## config.mk

```make
export PLATFORM = sky130hd
export DESIGN_NAME = pc_unit
export DESIGN_NICKNAME = d
export VERILOG_FILES = /design/src/rtl/pc_pkg.sv /design/src/rtl/return_addr_stack.sv /design/src/rtl/pc_unit.sv
export SDC_FILE = /design/constraint.sdc
export NUM_CORES = 1
export LEC_CHECK = 0
export CAP_MARGIN = 20
export CORE_ASPECT_RATIO = 1.4
export CORE_MARGIN = 3
export CORE_UTILIZATION = 25
export DETAILED_ROUTE_END_ITERATION = 8
export PLACE_DENSITY_LB_ADDON = 0.12
export SLEW_MARGIN = 20
export SYNTH_ARGS = -nofsm -noshare
export SYNTH_HDL_FRONTEND = slang
export SYNTH_SLANG_ARGS = --single-unit
```

## constraint.sdc

```tcl
create_clock -name clk_i -period 5.9 [get_ports clk_i]
set_clock_uncertainty 0.15 [all_clocks]
set_input_delay 0.885 -clock clk_i [delete_from_list [all_inputs] [get_ports clk_i]]
set_output_delay 0.885 -clock clk_i [all_outputs]
set_load 0.05 [all_outputs]
```

## src/rtl/pc_pkg.sv

```systemverilog
// Shared constants, next-PC select encoding and alignment helper for the
// program counter unit and its return-address stack.
package pc_pkg;

  localparam int INSTR_BYTES = 4;
  localparam logic [63:0] JALR_MASK = ~64'd1;

  typedef enum logic [2:0] {
    SEL_TRAP,
    SEL_BRANCH,
    SEL_HOLD,
    SEL_RAS,
    SEL_SEQ
  } next_pc_sel_e;

  function automatic logic is_aligned(input logic [1:0] lo);
    return (int'(lo) % INSTR_BYTES) == 0;
  endfunction

endpackage

```

## src/rtl/return_addr_stack.sv

```systemverilog
// Circular return-address stack with a saturating occupancy count; when full,
// a push silently overwrites the oldest entry.
module return_addr_stack
  import pc_pkg::*;
#(
  parameter int width_p = 32,
  parameter int depth_p = 4
) (
  input  logic               clk_i,
  input  logic               rst_i,
  input  logic               clear_i,
  input  logic               push_i,
  input  logic               pop_i,
  input  logic               replace_i,
  input  logic [width_p-1:0] data_i,
  output logic [width_p-1:0] top_o,
  output logic               empty_o
);

  localparam int PtrW = $clog2(depth_p);
  localparam int CntW = $clog2(depth_p + 1);

  logic [width_p-1:0] mem_q [depth_p];
  logic [PtrW-1:0]    top_q, top_d;
  logic [CntW-1:0]    cnt_q, cnt_d;
  logic               full;

  assign full    = (cnt_q == CntW'(depth_p));
  assign empty_o = (cnt_q == '0);
  assign top_o   = mem_q[top_q];

  // Clear drops the count only; the pointer keeps its position.
  always_comb begin
    top_d = top_q;
    cnt_d = cnt_q;
    if (clear_i) begin
      cnt_d = '0;
    end else if (replace_i) begin
      if (cnt_q == '0) cnt_d = CntW'(1);
    end else if (push_i) begin
      top_d = top_q + PtrW'(1);
      if (!full) cnt_d = cnt_q + CntW'(1);
    end else if (pop_i && !empty_o) begin
      top_d = top_q - PtrW'(1);
      cnt_d = cnt_q - CntW'(1);
    end
  end

  always_ff @(posedge clk_i) begin
    if (rst_i) begin
      top_q <= '0;
      cnt_q <= '0;
    end else begin
      top_q <= top_d;
      cnt_q <= cnt_d;
    end
  end

  // Push writes at top+1, replace at top; top_d already points at the slot.
  always_ff @(posedge clk_i) begin
    if (!clear_i && (push_i || replace_i)) begin
      mem_q[top_d] <= data_i;
    end
  end

endmodule

```

## src/rtl/pc_unit.sv

```systemverilog
// Fetch program counter: prioritised next-PC select (trap, branch, stall,
// RAS return prediction, sequential) feeding a single registered PC.
module pc_unit
  import pc_pkg::*;
#(
  parameter int                 width_p        = 32,
  parameter logic [width_p-1:0] reset_vector_p = '0,
  parameter int                 inc_p          = 4,
  parameter int                 ras_depth_p    = 4
) (
  input  logic               clk_i,
  input  logic               rst_i,
  input  logic               stall_i,
  input  logic               take_branch_i,
  input  logic               is_jalr_i,
  input  logic [width_p-1:0] branch_target_i,
  input  logic [width_p-1:0] alu_result_i,
  input  logic               trap_i,
  input  logic [width_p-1:0] trap_vector_i,
  input  logic               call_i,
  input  logic               ret_i,
  input  logic [width_p-1:0] link_addr_i,
  output logic [width_p-1:0] pc_o,
  output logic               pc_valid_o,
  output logic               ras_empty_o,
  output logic               misaligned_o
);

  logic [width_p-1:0] pc_q, pc_d;
  logic               pc_valid_q, pc_valid_d;
  logic [width_p-1:0] branch_tgt;
  logic [width_p-1:0] ras_top;
  logic               ras_empty;
  logic               hint_ok, call_q, ret_q;
  next_pc_sel_e       sel;

  // Decode hints only count when no redirect or stall is in flight.
  assign hint_ok = !stall_i && !take_branch_i && !trap_i && !rst_i;
  assign call_q  = call_i && hint_ok;
  assign ret_q   = ret_i && hint_ok;

  assign branch_tgt   = is_jalr_i ? (alu_result_i & JALR_MASK[width_p-1:0])
                                  : branch_target_i;
  assign misaligned_o = take_branch_i && !trap_i && !is_aligned(branch_tgt[1:0]);

  return_addr_stack #(
    .width_p (width_p),
    .depth_p (ras_depth_p)
  ) u_ras (
    .clk_i     (clk_i),
    .rst_i     (rst_i),
    .clear_i   (trap_i),
    .push_i    (call_q && !ret_q),
    .pop_i     (ret_q && !call_q),
    .replace_i (call_q && ret_q),
    .data_i    (link_addr_i),
    .top_o     (ras_top),
    .empty_o   (ras_empty)
  );

  always_comb begin
    if (trap_i)                  sel = SEL_TRAP;
    else if (take_branch_i)      sel = SEL_BRANCH;
    else if (stall_i)            sel = SEL_HOLD;
    else if (ret_q && !ras_empty) sel = SEL_RAS;
    else                         sel = SEL_SEQ;
  end

  always_comb begin
    pc_d = pc_q + width_p'(inc_p);
    case (sel)
      SEL_TRAP:   pc_d = trap_vector_i;
      SEL_BRANCH: pc_d = branch_tgt;
      SEL_HOLD:   pc_d = pc_q;
      SEL_RAS:    pc_d = ras_top;
      default:    pc_d = pc_q + width_p'(inc_p);
    endcase
    pc_valid_d = is_aligned(pc_d[1:0]);
  end

  always_ff @(posedge clk_i) begin
    if (rst_i) begin
      pc_q       <= reset_vector_p;
      pc_valid_q <= 1'b0;
    end else begin
      pc_q       <= pc_d;
      pc_valid_q <= pc_valid_d;
    end
  end

  assign pc_o        = pc_q;
  assign pc_valid_o  = pc_valid_q;
  assign ras_empty_o = ras_empty;

endmodule

```

---- Yosys cells after proc, flatten, opt, wreduce, memory -nomap -nowiden ----
Memories as Yosys holds them, arrays and structs flattened. A register that Yosys moved wholly into a read port is not among the register bits.
Index checks and enable logic that the tools add are counted.
word-level totals
  flip-flop bits (word level) ............. 38
  bits in writable memories ............... 128
  input bits .............................. 136
  memories ................................ 1
cells by class
  add/subtract/negate cells ............... 5
  equal/unequal tests ..................... 6
  mux-type cells .......................... 18
  reduce and logical (&&, ||, !) cells .... 29
memories
  memory       words  bits a word  rd ports  clocked after memory_dff  write ports  RTL line                 RTL
  u_ras.mem_q  4      32           1         1                         1            return_addr_stack.sv:23  logic [width_p-1:0] mem_q [depth_p];
operators with widths
  kind                                                 number
  one-hot mux 32 bit (4 select lines)                  1
  logical NOT 32 bit                                   2
  adder 32 x 3 -> 32 bit, second input constant        1
  two-way mux 32 bit                                   1
  two-way mux 3 bit                                    9
  logical AND 1 bit                                    13
  two-way mux 2 bit                                    5
  logical NOT 1 bit                                    8
  equality test 3 x 2 -> 1 bit, second input constant  2
  logical NOT 3 bit                                    2
  adder 3 x 1 -> 3 bit, second input constant          1
  equality test 3 x 1 -> 1 bit, second input constant  1
  equality test 3 bit, second input constant           1
  inequality test 3 bit, second input constant         1
  AND reduction 3 bit                                  1
  nonzero test 3 bit                                   1
  subtractor 3 x 1 -> 3 bit, second input constant     1
  adder 2 x 1 -> 2 bit, second input constant          1
  two-way mux 1 bit                                    2
  inequality test 2 bit, second input constant         1
  OR reduction 2 bit                                   1
  subtractor 2 x 1 -> 2 bit, second input constant     1
  logical OR 1 bit                                     1

---- Logic depth before layout (Yosys ltp) ----
  depth in word-level cells ............... 13
  gate-level depth with buffers ........... 8
  mapped depth without buffers ............ 6

---- By module ----
Synthesis repeated with hierarchy kept, for this count alone.
unflattened totals
  cells, all modules ...................... 623
  area total of the unflattened synthesis .. 7963.9 um^2
by module, submodules not included
  module             instances  cells each  area each (um^2)  seq. area each (um^2)
  return_addr_stack  1          228         5096.1            3943.8
  pc_unit            1          395         2867.8            660.6

---- Least setup slack after synthesis ----
No wires, ideal clock.
  kind .................................... input port to flip-flop
  start ................................... input port trap_i
  end ..................................... memory u_ras.mem_q[0][0], enable pin
  arrival time ............................ 3.224 ns
  required time ........................... 5.318 ns
  slack ................................... 2.094 ns
  stages on the path ...................... 4
  cells stage by stage .................... buf_2 > nor4_4 > nand2_1 > a21oi_1
on the way
  longest elaborated chain between the ends .. 11
  elaborated cells on any way between the ends .. 19
  classes of those cells .................. 6 x mux; 13 x reduce/logical
RTL lines
  item                             RTL line                                RTL
  from (decl)                      pc_unit.sv:18                           input logic trap_i,
  logical NOT 1 bit                return_addr_stack.sv:61, pc_unit.sv:38
  logical AND 1 bit (2 in series)  pc_unit.sv:38                           assign hint_ok = !stall_i && !take_branch_i && !trap_i && !rst_i;
  logical AND 1 bit                pc_unit.sv:39                           assign call_q = call_i && hint_ok;
  logical NOT 1 bit                pc_unit.sv:54                           .pop_i (ret_q && !call_q),
  logical AND 1 bit                pc_unit.sv:54
  logical AND 1 bit                return_addr_stack.sv:43                 end else if (pop_i && !empty_o) begin
  two-way mux 2 bit                return_addr_stack.sv:43
  two-way mux 2 bit                return_addr_stack.sv:40                 end else if (push_i) begin
  two-way mux 2 bit                return_addr_stack.sv:38                 end else if (replace_i) begin
  two-way mux 2 bit                return_addr_stack.sv:36                 if (clear_i) begin
  to (decl)                        return_addr_stack.sv:23
Parallel ways exist; a longest one is shown, timed or not.

---- Worst setup path in the final report ----
  start ................................... input port take_branch_i
  end ..................................... output port misaligned_o
on the way
  longest elaborated chain between the ends .. 2
RTL lines
  item                             RTL line       RTL
  from (decl)                      pc_unit.sv:14  input logic take_branch_i,
  logical AND 1 bit (2 in series)  pc_unit.sv:44  assign misaligned_o = take_branch_i && !trap_i && !is_aligned(branch_tgt[1:0]);
  to (decl)                        pc_unit.sv:26  output logic misaligned_o
Every way passes these cells.

==> impl_metrics.toml <==
[outcome]
status = "completed"

[worst_setup_path]
end_kind = "output port"
worstSetupEndpoint = "misaligned_o"
reg2reg_to = "pc_o[21]"
required_ns = 4.87
arrival_ns = 3.15
r2r_slack_ns = 3.03
crit_path_top_delay_cell = "clkdlybuf4s50_1"
crit_top_cell = "clkdlybuf4s50_1"
crit_start = "take_branch_i"
crit_type = "in -> out"
r2r_start = "u_ras.top_q[0]"
cp_max_fo = 13
worstSetupStartpointType = "input port"
max_stage_delay_ns = 0.81
crit_chain = "clkdlybuf4s50_1 -> nor2b_1 -> o21ai_0 -> nor2_1 -> clkdlybuf4s50_1"
reg2reg_depth = 4

[cells_and_area]
final_cell_area_um2 = 10600
area_growth_pct = 33.8
mostFrequentLayoutCells = "clkdlybuf4s50_1, edfxtp_1, a21oi_1"
finalNetCount = 909
finalCoreUtilization_pct = 34.2
drive_above_1_share_pct = 13.1
layout_commonest_cell = "clkdlybuf4s50_1"
fillers = 3043

[sta]
setup_viol = 0
slew-limit-headroom_pct = 35.5
min_period_ns = 4.18
rsz0062_at_grt = "false"
hold_violations = 0
tns_ns = 0
period_share_pct = 70.9
finalMaxSlewViolations = 0
fmax_ghz = 0.239
worstMarginPinSlew_ns = 0.967

[clock_tree]
clock-root-buffer = "clkbuf_16"
cts_max_level = 4
cts_resized = 0
cts_tree = "built"
clkSlewWorstSetupHoldPaths_ns = 0.06
cts_buffers = 17
cts_sinks = 166
cts_setup_buffers = 0
clock_latency_ns = 0.43
postCtsHoldBufs = 0
clockBufferDepth = 2

[logic_synthesis]
synthArstFlopShare_pct = 0
synthCells = 612
synth_cell_types = 64
synth_area_um2 = 7920
ys_seq_area_share_pct = 58.1
ys_ff_latch = 166
synthTopCellsByArea = "edfxtp_1, dfxtp_1, mux4_2"
synth.avg_cell_area_um2 = 12.9
yosys_warnings = 0
synth_nets = 750
yosys.area.top_type = "edfxtp_1"
yosys.area.top_type_share_pct = 48.5
yosys_most_used_dff = "edfxtp_1"
synth_edf_count = 128

[placement]
io_buffers = 169
hpwl_um = 19200
gp_congestion = 0.810
post_dp_cell_area_um2 = 10100

[die]
ios = 171
dieArea_um2 = 33900
coreArea_um2 = 31000
num_rows = 76
die_w_um = 156
initial_core_util_pct = 25.6
die_height_um = 217

[grt]
antenna_found_initial = 1
grt_pass1_vias = 6115
grtUsageTotal_pct = 15.2
grt_pass1_wl_um = 38200
overflow = 0
grt_max_degree = 39

[route]
final_antenna_net_count = 0
drt-total-wl_um = 25800
dr.pass1.iters = 5
drt_iter0_markers = 340
vias_per_cell = 4.92
routedWlPerCell_um = 22.0
drcViolationCount = 0
vias = 5786

[power]
irDropWorstVdd_mv = 0.151
leakage_nw = 3.39
p_per_area_nw_per_um2 = 255

[run]
max-cap-violations = 0

[hold_path]
holdCritPathClass = "reg -> reg"
[cell type report]
type	count	area (um^2)	share of cell area [%]
Antenna cell	1	2.50	0.0236
Clock buffer	23	458	4.32
Clock inverter	9	82.6	0.779
Inverter	12	45.0	0.425
Multi-Input combinational cell	391	3130	29.5
Sequential cell	166	4610	43.5
Tap cell	390	488	4.61
Timing Repair Buffer	183	1790	16.9
[registers in the layout, indices dropped and copies added (netlist names)]
name         cells
u_ras.cnt_q      3
u_ras.top_q      2
u_ras.mem_q    128
pc_o            32
pc_valid_o       1
[worst max-delay path, delay by kind of cell]
| kind | cells | cell delay (ns) |
|---|---|---|
| AND/OR/NAND/NOR | 2 | 0.48 |
| AO/OA/AOI/OAI | 1 | 0.15 |
| buffers and inverters | 2 | 1.61 |
[report_power, final]
| part | switching, mW | internal [mW] |
|---|---|---|
| combinational | 0.189 | 0.164 |
| sequential | 0.0323 | 1.28 |
| clock | 0.445 | 0.591 |
[worst min-delay path by stage]
stage | from | endpoint | cells after the start
after floorplan | u_ras.cnt_q[0] | u_ras.cnt_q[0] | 2
after global placement | pc_o[30] | pc_o[30] | 2
after detailed placement | pc_o[30] | pc_o[30] | 2
after CTS | pc_o[30] | pc_o[30] | 2
after global routing | pc_o[30] | pc_o[30] | 2
final | pc_o[30] | pc_o[30] | 2
[cell families (layout without fill, tap and decap cells)]
group | Yosys count | in the layout | share of synthesized area, %
other | 0 | 1 | 0
buffers and inverters | 55 | 227 | 2.95
multiplexers | 69 | 69 | 13.8
flip-flops | 166 | 166 | 58.1
adder cells (fa/ha/maj) | 2 | 2 | 0.411
AO/OA/AOI/OAI | 151 | 151 | 12.4
AND/OR/NAND/NOR | 159 | 159 | 11.2
XOR/XNOR | 10 | 10 | 1.11
[through the flow]
step | hold slack [ns] | power (mW) | instances | setup slack, ns
after floorplan | 0.376 | 1.50 | 612 | 2.09
after global routing | 0.414 | 2.80 | 1175 | 1.51
final | 0.401 | 2.70 | 1175 | 1.72
after detailed placement | 0.386 | 1.69 | 1142 | 1.59
after CTS | 0.394 | 2.73 | 1174 | 1.67
after global placement | 0.369 | 1.69 | 1142 | 1.59
[synth_stat cells, types with 6 or more instances]
| cell | number |
|---|---|
| a211oi_1 | 6 |
| a21oi_1 | 55 |
| a221oi_1 | 7 |
| a31oi_1 | 7 |
| buf_2 | 10 |
| clkbuf_1 | 28 |
| dfxtp_1 | 38 |
| edfxtp_1 | 128 |
| inv_1 | 12 |
| mux2i_1 | 33 |
| mux4_2 | 32 |
| nand2_1 | 23 |
| nand3_1 | 17 |
| nand4_1 | 8 |
| nor2_1 | 45 |
| nor3_1 | 19 |
| nor4_1 | 7 |
| o211ai_1 | 10 |
| o21a_1 | 6 |
| o21ai_0 | 25 |
| xnor2_1 | 7 |
[layer usage]
layer / global-route usage, % / routed length (um)
met1: 19.5 / 11000
met3: 2.80 / 1070
met2: 26.0 / 13400
met5: 0 / 0
met4: 4.35 / 330
(Power assumes the default switching activity.)
